**src/rtl/datapath_sequencer_if.sv**
```systemverilog
`default_nettype none
// ----------------------------------------------------------------------------
// datapath_sequencer_if : command handshake and datapath-control bundle
// Rev 1.0
// ----------------------------------------------------------------------------
interface datapath_sequencer_if #(
  parameter int CNT_W = 8
);
  logic             start;
  logic [1:0]       op;
  logic [CNT_W-1:0] count;
  logic             busy;
  logic             done;
  logic             err;
  logic             RAin;
  logic             RBin;
  logic             RZin;
  logic             RAout;
  logic             RBout;
  logic             RZout;

  modport master (
    output start, op, count,
    input  busy, done, err, RAin, RBin, RZin, RAout, RBout, RZout
  );

  modport slave (
    input  start, op, count,
    output busy, done, err, RAin, RBin, RZin, RAout, RBout, RZout
  );
endinterface
`default_nettype wire

```
**src/rtl/datapath_sequencer.sv**
```systemverilog
`default_nettype none
// ----------------------------------------------------------------------------
// datapath_sequencer : Moore micro-sequencer for the RA/RB/RZ register datapath
// Rev 1.0
// ----------------------------------------------------------------------------
module datapath_sequencer #(
  parameter int CNT_W = 8
) (
  input  wire logic             clock,
  input  wire logic             clear,
  datapath_sequencer_if.slave   bus
);
  typedef enum logic [2:0] {
    IDLE = 3'd0,
    LOAD = 3'd1,
    MOVE = 3'd2,
    ADD  = 3'd3,
    WB   = 3'd4,
    DONE = 3'd5
  } state_t;

  localparam logic [CNT_W-1:0] ONE = {{(CNT_W-1){1'b0}}, 1'b1};

  state_t           state;
  state_t           next_state;
  logic [CNT_W-1:0] remaining;
  logic             err_flag;

  logic busy_q, done_q, err_q;
  logic ra_in_q, rb_in_q, rz_in_q, ra_out_q, rb_out_q, rz_out_q;

  always_comb begin
    next_state = state;
    case (state)
      IDLE: begin
        if (bus.start) begin
          case (bus.op)
            2'd0:    next_state = LOAD;
            2'd1:    next_state = MOVE;
            2'd2:    next_state = (bus.count != '0) ? ADD : DONE;
            default: next_state = DONE;
          endcase
        end
      end
      LOAD:    next_state = DONE;
      MOVE:    next_state = DONE;
      ADD:     next_state = WB;
      // remaining is at least one here, so remaining==1 means the last pair
      WB:      next_state = (remaining != ONE) ? ADD : DONE;
      DONE:    next_state = IDLE;
      default: next_state = IDLE;
    endcase
  end

  // Outputs are registered from the state being entered, so they track state exactly.
  always_ff @(posedge clock) begin
    if (clear) begin
      state     <= IDLE;
      remaining <= '0;
      err_flag  <= 1'b0;
      busy_q    <= 1'b0;
      done_q    <= 1'b0;
      err_q     <= 1'b0;
      ra_in_q   <= 1'b0;
      rb_in_q   <= 1'b0;
      rz_in_q   <= 1'b0;
      ra_out_q  <= 1'b0;
      rb_out_q  <= 1'b0;
      rz_out_q  <= 1'b0;
    end else begin
      state <= next_state;
      case (state)
        IDLE: begin
          if (bus.start) begin
            remaining <= bus.count;
            err_flag  <= (bus.op == 2'd3);
          end
        end
        WB:      remaining <= remaining - ONE;
        DONE:    err_flag  <= 1'b0;
        default: ;
      endcase
      busy_q   <= (next_state != IDLE);
      done_q   <= (next_state == DONE);
      err_q    <= (next_state == DONE) &&
                  ((state == IDLE) ? (bus.op == 2'd3) : err_flag);
      ra_in_q  <= (next_state == LOAD);
      rb_in_q  <= (next_state == MOVE) || (next_state == WB);
      rz_in_q  <= (next_state == ADD);
      ra_out_q <= (next_state == MOVE);
      rb_out_q <= (next_state == ADD);
      rz_out_q <= (next_state == WB);
    end
  end

  assign bus.busy  = busy_q;
  assign bus.done  = done_q;
  assign bus.err   = err_q;
  assign bus.RAin  = ra_in_q;
  assign bus.RBin  = rb_in_q;
  assign bus.RZin  = rz_in_q;
  assign bus.RAout = ra_out_q;
  assign bus.RBout = rb_out_q;
  assign bus.RZout = rz_out_q;
endmodule
`default_nettype wire
```
**src/flat_wrapper.sv**
```systemverilog
// flat-port wrapper written by rule: the top's interface ports become plain ports
module datapath_sequencer_flat 
#(
  parameter int CNT_W = 8
)
  (clock, clear, bus_start, bus_op, bus_count, bus_busy, bus_done, bus_err, bus_RAin, bus_RBin, bus_RZin, bus_RAout, bus_RBout, bus_RZout);
  datapath_sequencer_if #(.CNT_W(CNT_W)) bus_i ();
  input  wire logic clock;
  input  wire logic clear;
  input wire logic [$bits(bus_i.start)-1:0] bus_start;
  input wire logic [$bits(bus_i.op)-1:0] bus_op;
  input wire logic [$bits(bus_i.count)-1:0] bus_count;
  output wire logic [$bits(bus_i.busy)-1:0] bus_busy;
  output wire logic [$bits(bus_i.done)-1:0] bus_done;
  output wire logic [$bits(bus_i.err)-1:0] bus_err;
  output wire logic [$bits(bus_i.RAin)-1:0] bus_RAin;
  output wire logic [$bits(bus_i.RBin)-1:0] bus_RBin;
  output wire logic [$bits(bus_i.RZin)-1:0] bus_RZin;
  output wire logic [$bits(bus_i.RAout)-1:0] bus_RAout;
  output wire logic [$bits(bus_i.RBout)-1:0] bus_RBout;
  output wire logic [$bits(bus_i.RZout)-1:0] bus_RZout;
  assign bus_i.start = bus_start;
  assign bus_i.op = bus_op;
  assign bus_i.count = bus_count;
  assign bus_busy = bus_i.busy;
  assign bus_done = bus_i.done;
  assign bus_err = bus_i.err;
  assign bus_RAin = bus_i.RAin;
  assign bus_RBin = bus_i.RBin;
  assign bus_RZin = bus_i.RZin;
  assign bus_RAout = bus_i.RAout;
  assign bus_RBout = bus_i.RBout;
  assign bus_RZout = bus_i.RZout;
  datapath_sequencer #(.CNT_W(CNT_W)) u_core (.clock(clock), .clear(clear), .bus(bus_i));
endmodule
```
**config.mk**
```make
export PLATFORM = sky130hd
export DESIGN_NAME = datapath_sequencer_flat
export DESIGN_NICKNAME = d
export VERILOG_FILES = /design/src/rtl/datapath_sequencer_if.sv /design/src/rtl/datapath_sequencer.sv /design/src/flat_wrapper.sv
export SDC_FILE = /design/constraint.sdc
export NUM_CORES = 1
export LEC_CHECK = 0
export ABC_AREA = 1
export CORE_ASPECT_RATIO = 1.1
export CORE_MARGIN = 1.5
export CORE_UTILIZATION = 60
export CTS_CLUSTER_DIAMETER = 40
export DETAILED_ROUTE_END_ITERATION = 6
export DONT_BUFFER_PORTS = 1
export PLACE_DENSITY = 0.76
export REMOVE_ABC_BUFFERS = 1
export SLEW_MARGIN = 20
export SYNTH_ARGS = -nofsm -noshare
export SYNTH_HDL_FRONTEND = slang
export SYNTH_SLANG_ARGS = --single-unit
```
**constraint.sdc**
```tcl
create_clock -name clock -period 1.47 [get_ports clock]
set_input_delay 0.294 -clock clock [delete_from_list [all_inputs] [get_ports clock]]
set_output_delay 0.294 -clock clock [all_outputs]
set_load 0.01 [all_outputs]
```
# After elaboration in Yosys (flattened, before gate mapping)
# Index checks and enable logic that the tools add are counted.
[totals]
regBits = 20
input_bits = 13
elab_cells = 48
[classes]
add_sub_neg = 1
eq_ne = 15
mux = 10
n_reduce_logical = 11
[ops]
columns = ["cell", "n"]
rows = [
  ["$pmux W8 S2", 1],
  ["$eq A3 B2 Y1 const B", 4],
  ["$eq A3 B3 Y1 const B", 4],
  ["$pmux W3 S4", 1],
  ["$mux W3", 3],
  ["$pmux W3 S3", 1],
  ["$mux W8", 1],
  ["$ne A8 B1 Y1 const B", 1],
  ["$reduce_bool A8 Y1", 1],
  ["$sub A8 B1 Y8 const B", 1],
  ["$eq A3 B1 Y1 const B", 2],
  ["$eq A2 B2 Y1 const B", 2],
  ["$reduce_and A2 Y1", 2],
  ["$reduce_bool A2 Y1", 2],
  ["$logic_not A3 Y1", 1],
  ["$reduce_bool A3 Y1", 1],
  ["$eq A2 B1 Y1 const B", 1],
  ["$logic_not A2 Y1", 1],
  ["$mux W1", 2],
  ["$ne A2 B2 Y1 const B", 1],
  ["$pmux W1 S2", 1],
  ["$reduce_or A2 Y1", 1],
  ["$logic_and A1 B1 Y1", 1],
  ["$logic_or A1 B1 Y1", 1],
]

# Depth between registers and ports, before layout
[logic_depth]
ltp_word = 7
ltp_mapped = 10

# Worst setup path before layout
# Ideal clock, no wire load.
[synth_timing]
path_type = "flip-flop to flip-flop"
startpoint = "register u_core.state[1]"
endpoint = "register u_core.remaining[2]"
setup_ns = 0.115
t_arrival_ns = 1.054
setup_slack_ns = 0.301
stages_incl_launch_ff = 8
n_path_buf = 1
period_less_slack_ns = 1.169
cell_sequence = "dfxtp_1 nor2_4 nand2_2 buf_6 o211ai_1 nand2_1 o21ai_0 inv_1"
[synth_between]
elab_chain_len = 3
[synth_rtl]
columns = ["item", "line_no", "source"]
rows = [
  ["start, declared", "datapath_sequencer.sv:24", "state_t state;"],
  ["start signal, assigned", "datapath_sequencer.sv:71", "state <= next_state;"],
  ["$eq A3 B3 Y1 or $logic_not A3 Y1 (tied branches)", "datapath_sequencer.sv:72", "case (state)"],
  ["$reduce_bool A2 Y1 (no source line) or $ne A2 B2 Y1 (tied branches)", "--", ""],
  ["$reduce_and A2 Y1 (no source line)", "--", ""],
  ["end signal, assigned", "datapath_sequencer.sv:75", "remaining <= bus.count;"],
  ["end signal, assigned", "datapath_sequencer.sv:79", "WB: remaining <= remaining - ONE;"],
  ["end, declared", "datapath_sequencer.sv:26", "logic [CNT_W-1:0] remaining;"],
]
# Parallel ways exist; a longest one is shown, timed or not.
# A chain may end at the register's enable or synchronous reset.

# Worst setup path after layout
# Ends and elaborated chain as after synthesis.

==> run metrics <==
leakage=~0.57 nW; yosys synthesis warning count=0; compound-cell area share of the yosys netlist=between 10 and 15%; Setup violations, final=0; crit end category=flip-flop; clock period minus worst slack=~1.3 ns; Internal=between 1 and 1.5 mW; Synth Area in XOR/XNOR=less than 1%; Yosys cell types=26; dpl ws=between 0.1 and 0.15 ns; top cell type's share of synthesized area=36.9%; Final Hold Fails=0; Synth Area in Adders=between 2 and 2.5%; Cell Rows=15; multi-input gate area in the final layout=around 560 um^2; vias in the first global route=796; R2R cell count=7; Psw=751 uW; clock buffer depth=2; via count=935; critical-path cell list=nor2_4 > nand2_2 > buf_4 > o211ai_1 > nand2_1 > o21ai_0 > inv_1; Worst setup endpoint=u_core.remaining[2]$_SDFFE_PP0P_; status=complete, no violations; largest family of logic cells by synthesized area=simple AND/OR/NAND/NOR gates; Slowest cell on crit path=dfxtp_1; H-tree depth=1; Reg2Reg Setup Slack=between 0.1 and 0.15 ns; Placed Cells=170; Synth area leader=dfxtp_1; Synth area leaders=dfxtp_1 (37%), nand2_1 (11%), inv_1 (9.3%); Final HPWL DP=approximately 1.6 mm; sw frac=38.8%; post-cts hold buffer count=0; clock share of power=a little under a quarter; Worst R2R Start=u_core.state[1]$_SDFF_PP0_; register area=400 um^2; Die Ht=47.6 um; cell count after synthesis=~160; Remaining Overflow, GRT=0; clock tree sinks=20; critical path required time=about 1.7 ns; TritonCTS clock tree=done; first-pass GRT wire length=~3.5 mm; largest net degree at the start of global routing=13; layout cells sized above 1=around 15%; Iter 0 DRT Violations=21; DR WL/cell=12.3 um; drt pass-1 iters=4; DRC Markers=0; P per Cell Area=around 1700 mW/mm^2; Mean Syn Cell Area=7.00 um^2; P&R area growth vs syn=6.00%; # diodes=0; Placer Congestion=approximately 0.89; HP Class=in -> reg; Max Freq=roughly 740 MHz; Worst Setup Path Type=reg -> reg; I/O Pins=22; critical path peak fanout=10; Routed WL=2.14 mm; initial antenna violation count=0; r2r endpoint=u_core.remaining[2]$_SDFFE_PP0P_; Clock transition at path regs=between 0.1 and 0.15 ns; CP startpoint=u_core.state[1]$_SDFF_PP0_; mux cell area share after synthesis=0%; CTS root buf=clkbuf_4; Via density=roughly 5.4; Largest stage delay, worst path=0.38 ns; Core Footprint=~0.0016 mm^2; period utilization=91.8%; clk_lat worst skew=0.31 ns; Max Cap Viol=0; Die Wd=between 40 and 50 um; relative slew slack=a little over four fifths; Final #Nets=about 170; PortBufs=0; Seq pwr share=39.9%; global-route usage over all layers=22.8%; Simple-Gate Fraction of Synth Area=32.3%; postcts setup bufs=0; share of the yosys chip area belonging to registers=36.9%; initial core utilization=66.4%; worst slew pin tran=0.240 ns; Yosys reg bits=20; total CTS buffers=3; pins over their slew limit=0; Final Skew=0.00973 ns; Worst setup SP type=flip-flop; Routed Antenna Nets=0; DIE AREA=just over 0.002 mm^2; filler cell count=around 140; post-route insts no fill=about 170; Worst Slack Setup Final=between 0.1 and 0.15 ns; Comb pwr share=36.6%; Peak VDD IR=roughly 0.00088 V; Synth Cell Area=around 0.0011 mm^2; Arr. time, crit path=around 1.6 ns
-- sequential cells by signal, summed over array words and instances (netlist names) --
name,flops
u_core.bus.busy,1
u_core.bus.RAin,1
u_core.bus.done,1
u_core.bus.err,1
u_core.state,3
u_core.bus.RBin,1
u_core.bus.RZout,1
u_core.bus.RZin,1
u_core.remaining,8
u_core.bus.RAout,1
u_core.err_flag,1
-- cell families after synthesis --
logic type	count (synthesis)
DFF	20
xor gates and xnor gates	1
buffers and inverters	32
AOI/OAI and AO/OA	28
adders and majority gates	2
and+or+nand+nor	72
-- critical path: cells and delay by family, from the launching register on --
| family | cells | cell delay (ns) |
|---|---|---|
| compound gates | 2 | 0.31 |
| buf+inv | 2 | 0.23 |
| flops | 1 | 0.38 |
| simple gates | 3 | 0.35 |
-- Yosys cell counts, drive strengths merged --
| library cell | count |
|---|---|
| nand2 | 37 |
| o21ai | 12 |
| clkbuf | 1 |
| a211oi | 2 |
| nor3 | 3 |
| ha | 2 |
| o211ai | 2 |
| nand3 | 5 |
| o221ai | 1 |
| inv | 28 |
| nand4 | 1 |
| a21oi | 10 |
| buf | 3 |
| a32oi | 1 |
| dfxtp | 20 |
| nor2 | 26 |
| xor2 | 1 |
-- metrics by stage --
stage / util [%] / total power [mW] / instance area [um^2] / hold slack, ns / setup TNS, ns
after CTS: 69.8 / 1.93 / 1140 / 0.0313 / 0
after detailed placement: 66.6 / 1.47 / 1090 / 0.367 / 0
final: 70.4 / 1.94 / 1150 / 0.0318 / 0
after global routing: 70.4 / 2.09 / 1150 / 0.0171 / -0.00250
after global placement: 66.6 / 1.45 / 1090 / 0.365 / 0
after floorplan: - / 1.33 / 1050 / 0.363 / 0
-- how the worst min path moves through the flow --
stage                                                  end  cells past startpoint  start
after CTS                 u_core.remaining[3]$_SDFFE_PP0P_                      1  clear
after detailed placement  u_core.remaining[6]$_SDFFE_PP0P_                      1  clear
after floorplan           u_core.remaining[3]$_SDFFE_PP0P_                      1  clear
final                     u_core.remaining[7]$_SDFFE_PP0P_                      1  clear
after global routing      u_core.remaining[7]$_SDFFE_PP0P_                      1  clear
after global placement    u_core.remaining[6]$_SDFFE_PP0P_                      1  clear
-- cell usage in the layout, fill, tap and decap left out --
master / n
xor2_1: 1
clkbuf_4: 3
o211ai_1: 2
nand3_4: 1
a21oi_2: 1
nand2_2: 5
bufinv_16: 1
nor2_4: 5
nor2_1: 17
ha_1: 2
nand4_1: 1
dfxtp_1: 20
nor2_2: 4
inv_2: 1
buf_4: 2
o21ai_1: 5
a211oi_1: 2
inv_1: 27
nor3_2: 1
nor3_1: 2
nand2_1: 32
nand3_1: 4
a21oi_1: 9
a32oi_1: 1
o221ai_1: 1
o21ai_0: 7
-- cell type report --
| cell class | count | area share (%) |
|---|---|---|
| multi-input cells | 103 | 48.3 |
| flip-flops and latches | 20 | 34.8 |
| inverters | 28 | 9.14 |
| clock inverters | 1 | 2.61 |
| clock buffers | 3 | 1.96 |
| well taps | 17 | 1.85 |
| repair buffers | 2 | 1.31 |
-- power by group through the flow --
stage	logic, mW	registers (mW)	clock network [mW]
global route	0.821	0.786	0.487
finish	0.709	0.773	0.455
floorplan	0.564	0.763	0
detailed placement	0.690	0.784	0
global placement	0.675	0.779	0
CTS	0.699	0.772	0.457
-- layer usage --
layer / track usage, % / wire, um / vias to the layer above
met1: 33.0 / 1060 / 420
met5: 0 / 0 / -
met2: 33.5 / 985 / 22
li1: - / - / 489
met3: 4.15 / 70 / 4
met4: 9.09 / 26 / 0
-- what timing repair did --
item / 4_1_cts / 5_1_grt
resized for setup: 0 / 2
setup endpoints to repair: 0 / 5
endpoints found under the hold margin: 0 / 0
Note: power is estimated with default switching activity, not from simulation.
